`src/rtl/acc_order_sched.sv`:
```
// acc_order_sched
// Per-accumulator commit scheduler for forked parallel loops. Each accumulator
// accepts contributions strictly in gc order (fork_gc, fork_gc+gd, ...), so
// floating-point accumulation is identical whatever the core timing is.
//
// Ports:
//   clk, rst_n          clock (rising edge), async active-low reset
//   fork_valid          issue_fork pulse; loads fork_gc / fork_gd on the next edge
//   fork_gc, fork_gd    first iteration stamp, signed stride
//   req_valid/stamp/data  per (core c, acc a) request, flat index c*N_ACC+a
//   req_ready           combinational grant (handshake = valid && ready)
//   commit_valid/data/core  registered commit per accumulator
//   expected_gc         next stamp each accumulator accepts
//   idle                no request asserted anywhere
//   err_dup             sticky: more than one core matched the expected stamp
//   err_stall           sticky stall watchdog flag
//
// Optional feature: define ACC_ORDER_SCHED_WATCHDOG_EN to build the per-accumulator
// stall watchdog; without it err_stall is tied to 0.
module acc_order_sched #(
  parameter int N_CORE     = 6,
  parameter int N_ACC      = 2,
  parameter int GC_WIDTH   = 16,
  parameter int GD_WIDTH   = 16,
  parameter int WDOG_LIMIT = 1024,
  localparam int CW = (N_CORE > 1) ? $clog2(N_CORE) : 1
) (
  input  logic                             clk,
  input  logic                             rst_n,
  input  logic                             fork_valid,
  input  logic [GC_WIDTH-1:0]              fork_gc,
  input  logic [GD_WIDTH-1:0]              fork_gd,
  input  logic [N_CORE*N_ACC-1:0]          req_valid,
  input  logic [N_CORE*N_ACC*GC_WIDTH-1:0] req_stamp,
  input  logic [N_CORE*N_ACC*32-1:0]       req_data,
  output logic [N_CORE*N_ACC-1:0]          req_ready,
  output logic [N_ACC-1:0]                 commit_valid,
  output logic [N_ACC*32-1:0]              commit_data,
  output logic [N_ACC*CW-1:0]              commit_core,
  output logic [N_ACC*GC_WIDTH-1:0]        expected_gc,
  output logic                             idle,
  output logic                             err_dup,
  output logic                             err_stall
);

  logic [GC_WIDTH-1:0] exp_q [N_ACC];
  logic [GD_WIDTH-1:0] gd_q;
  logic [GC_WIDTH-1:0] gd_ext;

  logic [N_CORE-1:0]   match [N_ACC];
  logic [CW-1:0]       gidx  [N_ACC];
  logic [31:0]         gdata [N_ACC];
  logic [N_ACC-1:0]    hs;
  logic [N_ACC-1:0]    dup;

  // Stride is sign-extended (or truncated) to the stamp width; the add then
  // wraps modulo 2^GC_WIDTH in both directions.
  if (GC_WIDTH > GD_WIDTH) begin : g_sext
    assign gd_ext = {{(GC_WIDTH-GD_WIDTH){gd_q[GD_WIDTH-1]}}, gd_q};
  end else begin : g_trunc
    assign gd_ext = gd_q[GC_WIDTH-1:0];
  end

  always_comb begin
    req_ready = '0;
    hs        = '0;
    dup       = '0;
    for (int a = 0; a < N_ACC; a++) begin
      match[a] = '0;
      gidx[a]  = '0;
      gdata[a] = '0;
      for (int c = 0; c < N_CORE; c++) begin
        match[a][c] = req_valid[c*N_ACC+a] &&
                      (req_stamp[(c*N_ACC+a)*GC_WIDTH +: GC_WIDTH] == exp_q[a]);
      end
      // Walk downward so the lowest matching core wins.
      for (int c = N_CORE-1; c >= 0; c--) begin
        if (match[a][c]) begin
          gidx[a]  = CW'(c);
          gdata[a] = req_data[(c*N_ACC+a)*32 +: 32];
        end
      end
      hs[a]  = (|match[a]) && !fork_valid;
      // More than one bit set: clearing the lowest set bit leaves something.
      dup[a] = (match[a] & (match[a] - 1'b1)) != '0;
      for (int c = 0; c < N_CORE; c++) begin
        req_ready[c*N_ACC+a] = hs[a] && match[a][c] && (gidx[a] == CW'(c));
      end
    end
  end

  always_ff @(posedge clk or negedge rst_n) begin
    if (!rst_n) begin
      for (int a = 0; a < N_ACC; a++) exp_q[a] <= '0;
      gd_q         <= GD_WIDTH'(1);
      commit_valid <= '0;
      commit_data  <= '0;
      commit_core  <= '0;
      err_dup      <= 1'b0;
    end else begin
      commit_valid <= hs;
      if (|dup) err_dup <= 1'b1;
      if (fork_valid) gd_q <= fork_gd;
      for (int a = 0; a < N_ACC; a++) begin
        if (fork_valid) begin
          exp_q[a] <= fork_gc;
        end else if (hs[a]) begin
          exp_q[a] <= exp_q[a] + gd_ext;
        end
        if (hs[a]) begin
          commit_data[a*32 +: 32] <= gdata[a];
          commit_core[a*CW +: CW] <= gidx[a];
        end
      end
    end
  end

  always_comb begin
    for (int a = 0; a < N_ACC; a++) expected_gc[a*GC_WIDTH +: GC_WIDTH] = exp_q[a];
  end

  assign idle = ~|req_valid;

`ifdef ACC_ORDER_SCHED_WATCHDOG_EN
  localparam int WW = $clog2(WDOG_LIMIT) + 1;

  logic [WW-1:0]    wd_q [N_ACC];
  logic [N_ACC-1:0] any_req;

  always_comb begin
    any_req = '0;
    for (int a = 0; a < N_ACC; a++) begin
      for (int c = 0; c < N_CORE; c++) begin
        if (req_valid[c*N_ACC+a]) any_req[a] = 1'b1;
      end
    end
  end

  // err_stall is raised on the same edge the counter reaches the limit.
  always_ff @(posedge clk or negedge rst_n) begin
    if (!rst_n) begin
      for (int a = 0; a < N_ACC; a++) wd_q[a] <= '0;
      err_stall <= 1'b0;
    end else begin
      for (int a = 0; a < N_ACC; a++) begin
        if (fork_valid || hs[a]) begin
          wd_q[a] <= '0;
        end else if (any_req[a]) begin
          if (wd_q[a] != WW'(WDOG_LIMIT)) wd_q[a] <= wd_q[a] + 1'b1;
          if (wd_q[a] >= WW'(WDOG_LIMIT - 1)) err_stall <= 1'b1;
        end
      end
    end
  end
`else
  assign err_stall = 1'b0;
`endif

endmodule

```
`config.mk`:
```
export PLATFORM = sky130hd
export DESIGN_NAME = acc_order_sched
export DESIGN_NICKNAME = d
export VERILOG_FILES = /design/src/rtl/acc_order_sched.sv
export SDC_FILE = /design/constraint.sdc
export NUM_CORES = 1
export LEC_CHECK = 0
export BUFFER_PORTS_ARGS = -buffer_cell sky130_fd_sc_hd__buf_2
export CAP_MARGIN = 30
export CORE_AREA = 2 2 291 293
export DETAILED_ROUTE_END_ITERATION = 6
export DIE_AREA = 0 0 293 295
export GPL_ROUTABILITY_DRIVEN = 1
export HOLD_SLACK_MARGIN = 0.1
export SYNTH_ARGS = -nofsm -noshare
export SYNTH_HDL_FRONTEND = slang
export SYNTH_SLANG_ARGS = --single-unit
```
`constraint.sdc`:
```
create_clock -name clk -period 4.9 [get_ports clk]
set_input_delay 0.735 -clock clk [delete_from_list [all_inputs] [get_ports clk]]
set_output_delay 0.735 -clock clk [all_outputs]
set_load 0.01 [all_outputs]
```
Yosys cells after proc, flatten, opt, wreduce, memory -nomap -nowiden
Cells that the tools add are included.
{"block": "word_totals", "word_cells": 115, "register_bits": 121, "romBits": 0, "mem_count": 0, "mem_bits_rw": 0, "input_bits": 623, "latchBits": 0, "output_inout_bits": 119}
{"block": "op_classes", "n_lt_le_gt_ge": 0, "reduce_logical": 50, "mul": 0, "div_mod_pow": 0, "n_addsub": 4, "n_eq_ne": 22, "n_mux": 28, "shift": 0, "bitwise_logic": 2}
{"operator": "$mux W32", "count": 12}
{"operator": "$eq A16 B16 Y1", "count": 12}
{"operator": "$mux W16", "count": 4}
{"operator": "$logic_and A1 B1 Y1", "count": 38}
{"operator": "$mux W3", "count": 12}
{"operator": "$add A16 B16 Y16", "count": 2}
{"operator": "$and A6 B6 Y6", "count": 2}
{"operator": "$eq A3 B2 Y1 const B", "count": 4}
{"operator": "$eq A3 B3 Y1 const B", "count": 4}
{"operator": "$reduce_bool A6 Y1", "count": 2}
{"operator": "$reduce_or A12 Y1", "count": 1}
{"operator": "$reduce_or A6 Y1", "count": 2}
{"operator": "$sub A6 B1 Y6 const B", "count": 2}
{"operator": "$eq A3 B1 Y1 const B", "count": 2}
{"operator": "$logic_not A3 Y1", "count": 2}
{"operator": "$reduce_bool A2 Y1", "count": 2}
{"operator": "$logic_not A1 Y1", "count": 2}
{"operator": "$reduce_or A2 Y1", "count": 1}

Depth between registers and ports, before layout
{"block": "logic_depth", "depth_word": 10, "depth_mapped": 12, "depth_no_buf": 11}

Least setup slack after synthesis
OpenSTA, ideal clock, no wires.
{"block": "synth_timing", "path_kind": "input-to-output", "start": "input req_stamp[41]", "end": "output req_ready[4]", "arrival_time_ns": 2.476, "path_buffers": 3, "cell_stages": 8, "path_slack_ns": 1.689, "required_time_ns": 4.165, "path_cell_list": "xor2_1 > nor4_1 > nand2_1 > or4_1 > clkbuf_1 > clkbuf_1 > clkbuf_1 > and3_1"}
{"block": "synth_via", "elab_chain_cells": 6, "elab_cells_between_ends": 9, "cone_classes": "eq/ne (2); mux (2); reduce/logical (5)"}
{"element": "start: declaration", "line": "34", "text": "input logic [N_CORE*N_ACC*GC_WIDTH-1:0] req_stamp,"}
{"element": "$eq A16 B16 Y1 (*)", "line": "74", "text": "(req_stamp[(c*N_ACC+a)*GC_WIDTH +: GC_WIDTH] == exp_q[a]);"}
{"element": "$logic_and A1 B1 Y1 (*)", "line": "73", "text": "match[a][c] = req_valid[c*N_ACC+a] &&"}
{"element": "$mux W3 / $reduce_or A6 Y1 (equally long branches)", "line": "78, 83"}
{"element": "$mux W3 / $logic_and A1 B1 Y1 (equally long branches)", "line": "78, 83"}
{"element": "$eq A3 B2 Y1 / $logic_and A1 B1 Y1 (equally long branches)", "line": "87", "text": "req_ready[c*N_ACC+a] = hs[a] && match[a][c] && (gidx[a] == CW'(c));"}
{"element": "$logic_and A1 B1 Y1 (*)", "line": "87"}
{"element": "end: declaration", "line": "36", "text": "output logic [N_CORE*N_ACC-1:0] req_ready,"}
Every way passes the cells marked *; elsewhere a longest branch is shown, timed or not.

Worst setup path after layout
{"block": "layout_timing", "start": "register exp_q (netlist bit expected_gc[8])", "end": "output req_ready[10]"}
{"block": "layout_via", "elab_chain_cells": 10, "elab_cells_between_ends": 23, "cone_classes": "eq/ne (7); mux (6); reduce/logical (10)"}
{"element": "start: declaration", "line": "46", "text": "logic [GC_WIDTH-1:0] exp_q [N_ACC];"}
{"element": "start signal: indexed assignment", "line": "106", "text": "exp_q[a] <= fork_gc;"}
{"element": "start signal: indexed assignment", "line": "108", "text": "exp_q[a] <= exp_q[a] + gd_ext;"}
{"element": "$eq A16 B16 Y1", "line": "74"}
{"element": "$logic_and A1 B1 Y1", "line": "73"}
{"element": "$mux W3 (6 in series)", "line": "78", "text": "if (match[a][c]) begin"}
{"element": "$eq A3 B3 Y1", "line": "87"}
{"element": "$logic_and A1 B1 Y1 (*)", "line": "87"}
Marked as above.

==> results.json <==
{
  "yosysUniqueCellTypes": 64,
  "cts_tree": "built",
  "synthAdderAreaFrac_pct": 3.40,
  "core-area_sq_um": 83200,
  "dp_hpwl_um": 57100,
  "powerDensity_nw_per_um2": 239,
  "drv_cap": 0,
  "cts_setup_buffers": 0,
  "grt_max_degree": 84,
  "holdCritPathClass": "in2async",
  "htreeDepth": 4,
  "p_seq_share_pct": 32.3,
  "syn-cell-area_sq_um": 12200,
  "syn_inst": 1541,
  "multi_input_area_sq_um": 8420,
  "timing.setup.tns_ns": 0,
  "fin_cells": 3295,
  "final_cell_mix": "buf_2, nor2_1, nand2_1, xnor2_1, dfrtp_1",
  "antenna_found_initial": 17,
  "tightest_slew_ns": 0.880,
  "pwr-share-clk_pct": 32.4,
  "syn_nets": 2196,
  "ys.flop_type": "dfrtp_1",
  "dp.cells": 3256,
  "final_area_sq_um": 17600,
  "num_vias": 14984,
  "dieArea_sq_um": 86400,
  "rsz0062_at_grt": "false",
  "grt_pass1_wl_um": 95900,
  "globalplace.congestion": 0.913,
  "max-vdd-ir-drop_mv": 0.247,
  "clk_pin_slew_ns": 0.07,
  "p_sw_share_pct": 38.4,
  "setup_viol": 0,
  "fin_nets": 2851,
  "synth_edf_count": 0,
  "power_leakage_nw": 8.19,
  "min_period_ns": 4.70,
  "ff2ff_path_depth": 9,
  "clk_latency_ns": 0.48,
  "yosys_warnings": 0,
  "r2r_start": "expected_gc[30]",
  "synth_compound_area_share_pct": 23.5,
  "cts_hold_buf": 0,
  "clockRootBuffer": "clkbuf_16",
  "cts_buffer_depth": 2,
  "drive_above_1_share_pct": 39.0,
  "fmax_ghz": 0.213,
  "relSlewSlack_pct": 41.4,
  "synthSimpleGateAreaFrac_pct": 23.3,
  "final_common_cell": "buf_2",
  "fillers": 9394,
  "muxShareOfSynthArea_pct": 2.68,
  "top_layer": "met5",
  "async_flop_share_pct": 100,
  "hold_slack_ns": 0.226,
  "synth_xor_area_share_pct": 15.5,
  "hold_viol_final": 0,
  "dr.pass1.iters": 5,
  "areaGrowthSynthToFinish_pct": 44.3,
  "synth_top_family_by_area": "compound AO/OA/AOI/OAI gates",
  "wire_per_inst_um": 20.8,
  "boundaryPins": 742,
  "crit_fanout": 9,
  "vias_per_cell": 4.55,
  "reg2reg_slack_ns": 1.22,
  "outcome": "complete, no violations",
  "dieHeight_um": 295,
  "postPlaceCellArea_sq_um": 17000,
  "synth-seq-cells": 121,
  "clock_skew_ns": 0.0155,
  "finalPower_mw": 4.21,
  "wl_um": 68600,
  "drtIter0Drc": 897,
  "cp_data_required_time_ns": 4.16,
  "drtAntennaViolNets": 0,
  "worst_r2r_endpoint": "commit_data[49]",
  "seqCellArea_sq_um": 3030,
  "p_sw_mw": 1.62,
  "dr_wl_met3_um": 5740,
  "intPower_mw": 2.60,
  "yosysSeqAreaShare_pct": 24.8,
  "maxSlewViolCount": 0,
  "drt-met1-wl_um": 27700,
  "grt_remaining_overflow": 0,
  "comb_power_share_pct": 35.3,
  "cts_resized": 0,
  "io_buffers": 740,
  "drc": 0,
  "avgSynthCellArea_sq_um": 7.92,
  "endpoint_kind": "output pin",
  "criticalPathCategory": "reg2out",
  "start_util_pct": 14.7,
  "fp.dieW_um": 293,
  "grt.total_usage_pct": 15.3,
  "grt_pass1_vias": 14749,
  "numCtsBuffers": 17,
  "start_kind": "register",
  "cp.arrival_ns": 3.96,
  "clkSinkCount": 121,
  "finalCritPeriodShare_pct": 95.9,
  "wl_met2_um": 31800,
  "rows": 106
}
[kinds of logic (layout without fill, tap and decap cells)]
group / Yosys count / after routing
xor gates and xnor gates: 216 / 216
muxes: 30 / 30
DFF: 121 / 121
buffers and inverters: 184 / 852
other: 1 / 7
AOI/OAI and AO/OA: 374 / 374
adders and majority gates: 32 / 32
and+or+nand+nor: 583 / 583
[cell usage after synthesis, drive strengths merged (26+ instances only)]
| cell | instances | area share (%) |
|---|---|---|
| buf | 62 | 3.0 |
| o21ai | 32 | 1.3 |
| nor4 | 31 | 1.6 |
| o2111ai | 64 | 4.6 |
| o31a | 33 | 2.4 |
| nand4 | 38 | 1.9 |
| nand3 | 60 | 2.5 |
| a21o | 36 | 2.2 |
| o311a | 32 | 2.6 |
| clkbuf | 76 | 2.3 |
| a311oi | 32 | 2.3 |
| inv | 45 | 1.4 |
| nand2 | 156 | 4.8 |
| or3b | 32 | 2.3 |
| dfrtp | 120 | 25 |
| nor2 | 178 | 5.5 |
| a221oi | 32 | 2.3 |
| nor3 | 26 | 1.1 |
| ha | 30 | 3.1 |
| a21oi | 62 | 2.5 |
| xor2 | 65 | 4.7 |
| xnor2 | 151 | 11 |
[layout make-up]
cell class | instances | area share [%]
Multi-Input combinational cell | 1236 | 47.8
Sequential cell | 121 | 17.2
Clock buffer | 18 | 2.44
Tap cell | 1080 | 7.67
Timing Repair Buffer | 774 | 22.8
Antenna cell | 6 | 0.0853
Clock inverter | 14 | 0.981
Inverter | 46 | 0.981
[metal layers]
| layer | global-route usage (%) | up-vias |
|---|---|---|
| li1 | - | 6962 |
| met1 | 18.1 | 7027 |
| met2 | 25.0 | 829 |
| met3 | 4.20 | 156 |
| met4 | 8.16 | 10 |
| met5 | 0 | - |
[per-stage QoR]
step / setup slack [ns] / util [%]
after floorplan: 1.69 / -
after CTS: 0.234 / 21.1
after detailed placement: 0.671 / 20.4
after global placement: 0.591 / 20.4
after global routing: 0.107 / 21.2
final: 0.203 / 21.2
[worst max-delay path, stage by stage (launching register included)]
cell,delay [ns]
dfrtp_1,0.72
xor2_1,0.16
nor4_1,0.58
nand2_1,0.11
or4_1,0.67
nand2b_1,0.20
a21oi_1,0.16
o21ai_0,0.09
nor3_1,0.54
buf_2,0.25
[registers in the layout, summed over array words and instances (netlist names)]
register      flops
err_dup           1
gd_ext           16
commit_data      64
commit_core       6
expected_gc      32
commit_valid      2
[how the worst max path moves through the flow]
stage	slack, ns	cells after the start	startpoint	end
after global routing	0.11	9	expected_gc[8]	req_ready[10]
after floorplan	1.69	8	req_stamp[41]	req_ready[4]
final	0.20	9	expected_gc[8]	req_ready[10]
after CTS	0.23	9	expected_gc[0]	req_ready[10]
after global placement	0.59	10	req_stamp[168]	req_ready[10]
after detailed placement	0.67	10	req_stamp[168]	req_ready[10]
[power by group through the flow]
stage / Combinational (mW) / Clock [mW] / Sequential (mW)
floorplan: 1.02 / 0 / 1.16
global placement: 1.47 / 0 / 1.37
detailed placement: 1.47 / 0 / 1.37
CTS: 1.48 / 1.44 / 1.36
global route: 1.64 / 1.47 / 1.36
finish: 1.49 / 1.36 / 1.36
No activity file was read; power rests on OpenSTA's default activity.
